`src/rtl/max_uint16_serial.sv`:
```
// ---------------------------------------------------------------------------
// max_uint16_serial
//   Bit-serial unsigned maximum of two WIDTH-bit operands. The operands are
//   latched on start. Each RUN cycle compares one bit pair, MSB first, and
//   the first differing pair decides which operand is larger. When the compare
//   finishes, Y/a_gt_b are updated and done pulses for one cycle.
//
//   Optional build macro: MAX_SERIAL_EARLY_EXIT_EN
//     defined   - RUN ends in the cycle that finds the first differing bit.
//     undefined - RUN always lasts WIDTH cycles.
//     The results are the same in both builds. Only the latency changes.
//
// Ports
//   clk     in   rising-edge clock
//   rst_n   in   asynchronous active-low reset
//   start   in   begin a compare (sampled only in IDLE or DONE)
//   A, B    in   WIDTH-bit unsigned operands, sampled with start
//   busy    out  high while in RUN
//   done    out  one-cycle pulse when Y/a_gt_b become valid
//   Y       out  max(A,B) of the last completed compare (equal -> B)
//   a_gt_b  out  A > B (strict) of the last completed compare
// ---------------------------------------------------------------------------
module max_uint16_serial #(
  parameter int unsigned WIDTH = 16
) (
  input  logic             clk,
  input  logic             rst_n,
  input  logic             start,
  input  logic [WIDTH-1:0] A,
  input  logic [WIDTH-1:0] B,
  output logic             busy,
  output logic             done,
  output logic [WIDTH-1:0] Y,
  output logic             a_gt_b
);

  localparam int unsigned IW = (WIDTH > 1) ? $clog2(WIDTH) : 1;

  typedef enum logic [1:0] {
    IDLE,
    RUN,
    DONE
  } state_e;

  state_e           state_q;
  logic [WIDTH-1:0] a_q;
  logic [WIDTH-1:0] b_q;
  logic [WIDTH-1:0] y_q;
  logic [IW-1:0]    idx_q;
  logic             dec_q;
  logic             gt_q;
  logic             agtb_q;

  logic             bit_a;
  logic             bit_b;
  logic             hit;
  logic             gt_d;
  logic             last;

  // hit: the current bit pair is the first one that differs.
  // gt_d: the gt flag after this bit pair is taken into account. It is used
  // directly so that the result loaded on leaving RUN includes the final bit.
  always_comb begin
    bit_a = a_q[idx_q];
    bit_b = b_q[idx_q];
    hit   = !dec_q && (bit_a != bit_b);
    gt_d  = hit ? bit_a : gt_q;
`ifdef MAX_SERIAL_EARLY_EXIT_EN
    last  = (idx_q == '0) || hit;
`else
    last  = (idx_q == '0);
`endif
  end

  always_ff @(posedge clk or negedge rst_n) begin
    if (!rst_n) begin
      state_q <= IDLE;
      a_q     <= '0;
      b_q     <= '0;
      y_q     <= '0;
      idx_q   <= '0;
      dec_q   <= 1'b0;
      gt_q    <= 1'b0;
      agtb_q  <= 1'b0;
    end else begin
      case (state_q)
        IDLE, DONE: begin
          if (start) begin
            a_q     <= A;
            b_q     <= B;
            dec_q   <= 1'b0;
            gt_q    <= 1'b0;
            idx_q   <= IW'(WIDTH - 1);
            state_q <= RUN;
          end else begin
            state_q <= IDLE;
          end
        end
        RUN: begin
          if (hit) begin
            dec_q <= 1'b1;
            gt_q  <= bit_a;
          end
          idx_q <= idx_q - IW'(1);
          if (last) begin
            y_q     <= gt_d ? a_q : b_q;
            agtb_q  <= gt_d;
            state_q <= DONE;
          end
        end
        default: state_q <= IDLE;
      endcase
    end
  end

  assign busy   = (state_q == RUN);
  assign done   = (state_q == DONE);
  assign Y      = y_q;
  assign a_gt_b = agtb_q;

endmodule

```
`config.mk`:
```
export PLATFORM = sky130hd
export DESIGN_NAME = max_uint16_serial
export DESIGN_NICKNAME = d
export VERILOG_FILES = /design/src/rtl/max_uint16_serial.sv
export SDC_FILE = /design/constraint.sdc
export NUM_CORES = 1
export LEC_CHECK = 0
export ABC_AREA = 1
export ABC_CLOCK_PERIOD_IN_PS = 2200
export CORE_MARGIN = 4
export CORE_UTILIZATION = 50
export CTS_CLUSTER_DIAMETER = 150
export DETAILED_ROUTE_END_ITERATION = 8
export PLACE_DENSITY = 0.76
export SLEW_MARGIN = 20
export SYNTH_ARGS = -nofsm -noshare
export SYNTH_HDL_FRONTEND = slang
export SYNTH_SLANG_ARGS = --single-unit
```
`constraint.sdc`:
```
create_clock -name clk -period 2.2 [get_ports clk]
set_input_delay 0.33 -clock clk [delete_from_list [all_inputs] [get_ports clk]]
set_output_delay 0.33 -clock clk [all_outputs]
set_load 0.005 [all_outputs]
```
==> out/qor.txt <==
Status: completed
Power per cell area: 1560 nW/um^2
Number of port buffers: 53
HPWL after detailed placement: 5040 um
DR WL met2: 3300 um
Num CTS Buffers: 9
Clock-pin slew on the worst setup and hold paths: 0.07 ns
Detailed router's first-iteration violation count: 130
Placement Setup Slack: 0.269 ns
Drt total wl: 6970 um
Top cell type's share of synthesized area: 47.3%
Std cell rows: 28
Effective utilization at floorplan: 51.3%
Fraction of power consumed by sequential logic: 30.5%
Total buffers and inverters traversed by the critical path: 1
Routed length on met3: 372 um
Y dimension of the die: 85.7 um
Final period utilization: 87.8%
Number of iterations in the first detailed-routing pass: 6
Transition time of the tightest slew-check pin: 0.583 ns
Synthesized netlist cell count: 383
Largest net degree at the start of global routing: 48
Global-route wire length before repair: 12,300 um
Clock latency of the later-clocked register in the worst-skew pair: 0.35 ns
Diodes inserted: 0
Final antenna-violating net count: 0
Synth area leader: sky130_fd_sc_hd__dfrtp_1
Switching power total: 2570 uW
Via density per instance: 5.18
Antenna violations before repair: 0
CTS sink cnt: 57
Net count after synthesis: 419
Clock share of power: 14.9%
DR top layer: met4
Fraction of power consumed by combinational cells: 54.6%
Total power: 5820 uW
Die outline area: 7340 um^2
Gr usage total: 21.7%
Share of synthesized area occupied by flip-flops and latches: 47.3%
Arrival time of the worst setup path: 2.22 ns
Proportion of total power due to net switching: 44.1%
TNS Setup: 0 ns
# nets final: 470
Relative slew margins: 61.1%
Max Transition Viols Final: 0
GP Congestion: 0.861
Library cells used by synthesis: 25
Count of vias placed by the detailed router: 2,661
Largest vdd supply drop: 0.000837 V
Commonest non-fill, non-tap cell in the layout: sky130_fd_sc_hd__nand2_1
Number of storage elements in the synthesis netlist: 57
Setup ws final: 0.268 ns
M1 WL: 3080 um
Worst path required time: 2.49 ns
Max-cap violations: 0
Number of buffers inserted by post-CTS setup repair: 0
Number of global-route vias before repair: 2,654
Filler-free cell count of the finished design: 514
Post-cts resize count: 0
Placed cell count: 497
Final number of setup-violating endpoints: 0
RSZ-0062 raised after global routing: no
Root buffer selected by CTS: sky130_fd_sc_hd__clkbuf_8
DRC violation count after routing: 0
Core Region: 5890 um^2
Type of the tightest min-delay check: reg -> reg
Category of the worst setup path capture point: flip-flop
Cell at the slowest stage of the critical path: sky130_fd_sc_hd__dfrtp_1
Kind of cell with the highest combined delay on the critical path: simple AND/OR/NAND/NOR gates
Maximum fanout along the worst path: 20
Number of warnings reported in the yosys synthesis log: 0
Overflow left after global routing: 0
Post-layout instance area: 3740 um^2
Reported leakage power: 0.00184 uW
Path type of the worst setup path: reg -> reg
Cell chain of the critical path: inv_2, nand2_1, nand3_1, nand2_1, nand2_1, nand3_1, nand2_2, nand3_2, nand3_1, nand3_1, nand2_1
Synth-to-layout area growth: 23.8%
Share of cells above drive strength 1: 11.4%
Syn Std Cell Area: 3020 um^2
Deepest level of the CTS H-tree: 3
Avg WL per Cell: 13.6 um
Ports: 54
Die X-Extent: 85.7 um
Fmax achieved: 0.517 GHz
Clock Path Buffers: 2
CP startpoint kind: flip-flop
Final Critical Period: 1.93 ns
Slowest cell delay on critical path: 0.39 ns
Mean area per synthesized cell: 7.88 um^2
Maximum clock skew at final layout: 0.00827 ns
Internal Dissipation: 3260 uW
TritonCTS clock tree: done
Count of endpoints failing hold in the final timing report: 0
Synth area leaders: sky130_fd_sc_hd__dfrtp_1, sky130_fd_sc_hd__nand2_1, sky130_fd_sc_hd__nand3_1
Commonest non-fill, non-tap cells in the layout: sky130_fd_sc_hd__nand2_1, sky130_fd_sc_hd__nand3_1, sky130_fd_sc_hd__dfrtp_1, sky130_fd_sc_hd__clkdlybuf4s50_1, sky130_fd_sc_hd__inv_1
Instance area at placement: 3550 um^2
## path summary, 6_finish.rpt
| path | from | to | slack [ns] | depth (start not counted) |
|---|---|---|---|---|
| max in group asynchronous | rst_n | a_gt_b$_DFFE_PN0P_ | 1.10 | 3 |
| worst max-delay path | idx_q[0]$_DFFE_PN0P_ | Y[7]$_DFFE_PN0P_ | 0.27 | 11 |
| worst min-delay path | Y[14]$_DFFE_PN0P_ | Y[14]$_DFFE_PN0P_ | 0.48 | 2 |
| min in group asynchronous | rst_n | idx_q[2]$_DFFE_PN0P_ | 0.52 | 2 |
| worst min register to register | Y[14]$_DFFE_PN0P_ | Y[14]$_DFFE_PN0P_ | 0.48 | 2 |
| worst max register to register | idx_q[0]$_DFFE_PN0P_ | Y[7]$_DFFE_PN0P_ | 0.27 | 11 |
## power by group through the flow
stage	combinational, uW	sequential [uW]	clock, uW
3_3_place_gp	3100	1780	0
6_report	3180	1780	868
4_1_cts	3190	1780	882
2_1_floorplan	2440	1740	0
5_1_grt	3610	1830	934
3_5_place_dp	3160	1800	0
## layer usage
metal  vias to the layer above  GRT usage (%)
met5                         -              0
met1                      1248           27.1
li1                       1327              -
met3                        19           5.76
met2                        67           34.7
met4                         0           10.6
## cells in the mapped netlist
master	n
sky130_fd_sc_hd__buf_6	3
sky130_fd_sc_hd__dfrtp_1	57
sky130_fd_sc_hd__nor2_1	7
sky130_fd_sc_hd__nand2_2	6
sky130_fd_sc_hd__nand3_4	1
sky130_fd_sc_hd__ha_1	1
sky130_fd_sc_hd__nand4_1	1
sky130_fd_sc_hd__buf_8	1
sky130_fd_sc_hd__clkbuf_2	1
sky130_fd_sc_hd__a21oi_1	1
sky130_fd_sc_hd__inv_2	2
sky130_fd_sc_hd__o22ai_1	2
sky130_fd_sc_hd__buf_1	1
sky130_fd_sc_hd__clkbuf_1	7
sky130_fd_sc_hd__buf_2	3
sky130_fd_sc_hd__a31oi_1	1
sky130_fd_sc_hd__nand2_1	117
sky130_fd_sc_hd__o21ai_1	1
sky130_fd_sc_hd__buf_12	1
sky130_fd_sc_hd__buf_4	5
sky130_fd_sc_hd__inv_1	43
sky130_fd_sc_hd__nand3_2	16
sky130_fd_sc_hd__nand3_1	67
sky130_fd_sc_hd__o21ai_0	36
sky130_fd_sc_hd__nand2_4	2
## sequential cells by signal, summed over array words and instances (netlist names)
| name | cells |
|---|---|
| Y | 16 |
| a_q | 16 |
| b_q | 16 |
| idx_q | 4 |
| state_q | 2 |
| a_gt_b | 1 |
| dec_q | 1 |
| gt_q | 1 |
## final cells by class
type | count | area, um^2
fillers | 537 | 2150
flip-flops and latches | 57 | 1430
multi-input cells | 259 | 1270
repair buffers | 62 | 608
inverters | 45 | 169
clock buffers | 13 | 159
well taps | 75 | 93.8
clock inverters | 3 | 15.0
## logic make-up (layout without fill, tap and decap cells)
kind of cell             count (synthesis)  count (layout)  share of synthesized area, %
AO/OA/AOI/OAI                           41              41                          6.92
flip-flops                              57              57                          47.3
AND/OR/NAND/NOR                        217             217                          34.6
adder cells (fa/ha/maj)                  1               1                         0.415
buffers and inverters                   67             123                          10.8
## stage by stage
step	hold slack (ns)	util, %
2_1_floorplan	0.0344	-
3_3_place_gp	0.366	60.4
3_5_place_dp	0.361	60.4
4_1_cts	0.488	63.5
5_1_grt	0.502	63.5
6_report	0.483	63.5
## worst reg2reg max path, delay by kind of cell, from the launching register on
family	cells	cell delay, ns
simple gates	10	1.21
flops	1	0.39
buf+inv	1	0.27
## repair_timing
item | in CTS | in global routing
hold endpoints to repair | 24 | 0
hold buffers | 1 | 0
setup endpoints to repair | 0 | 0
(Power assumes the default switching activity.)
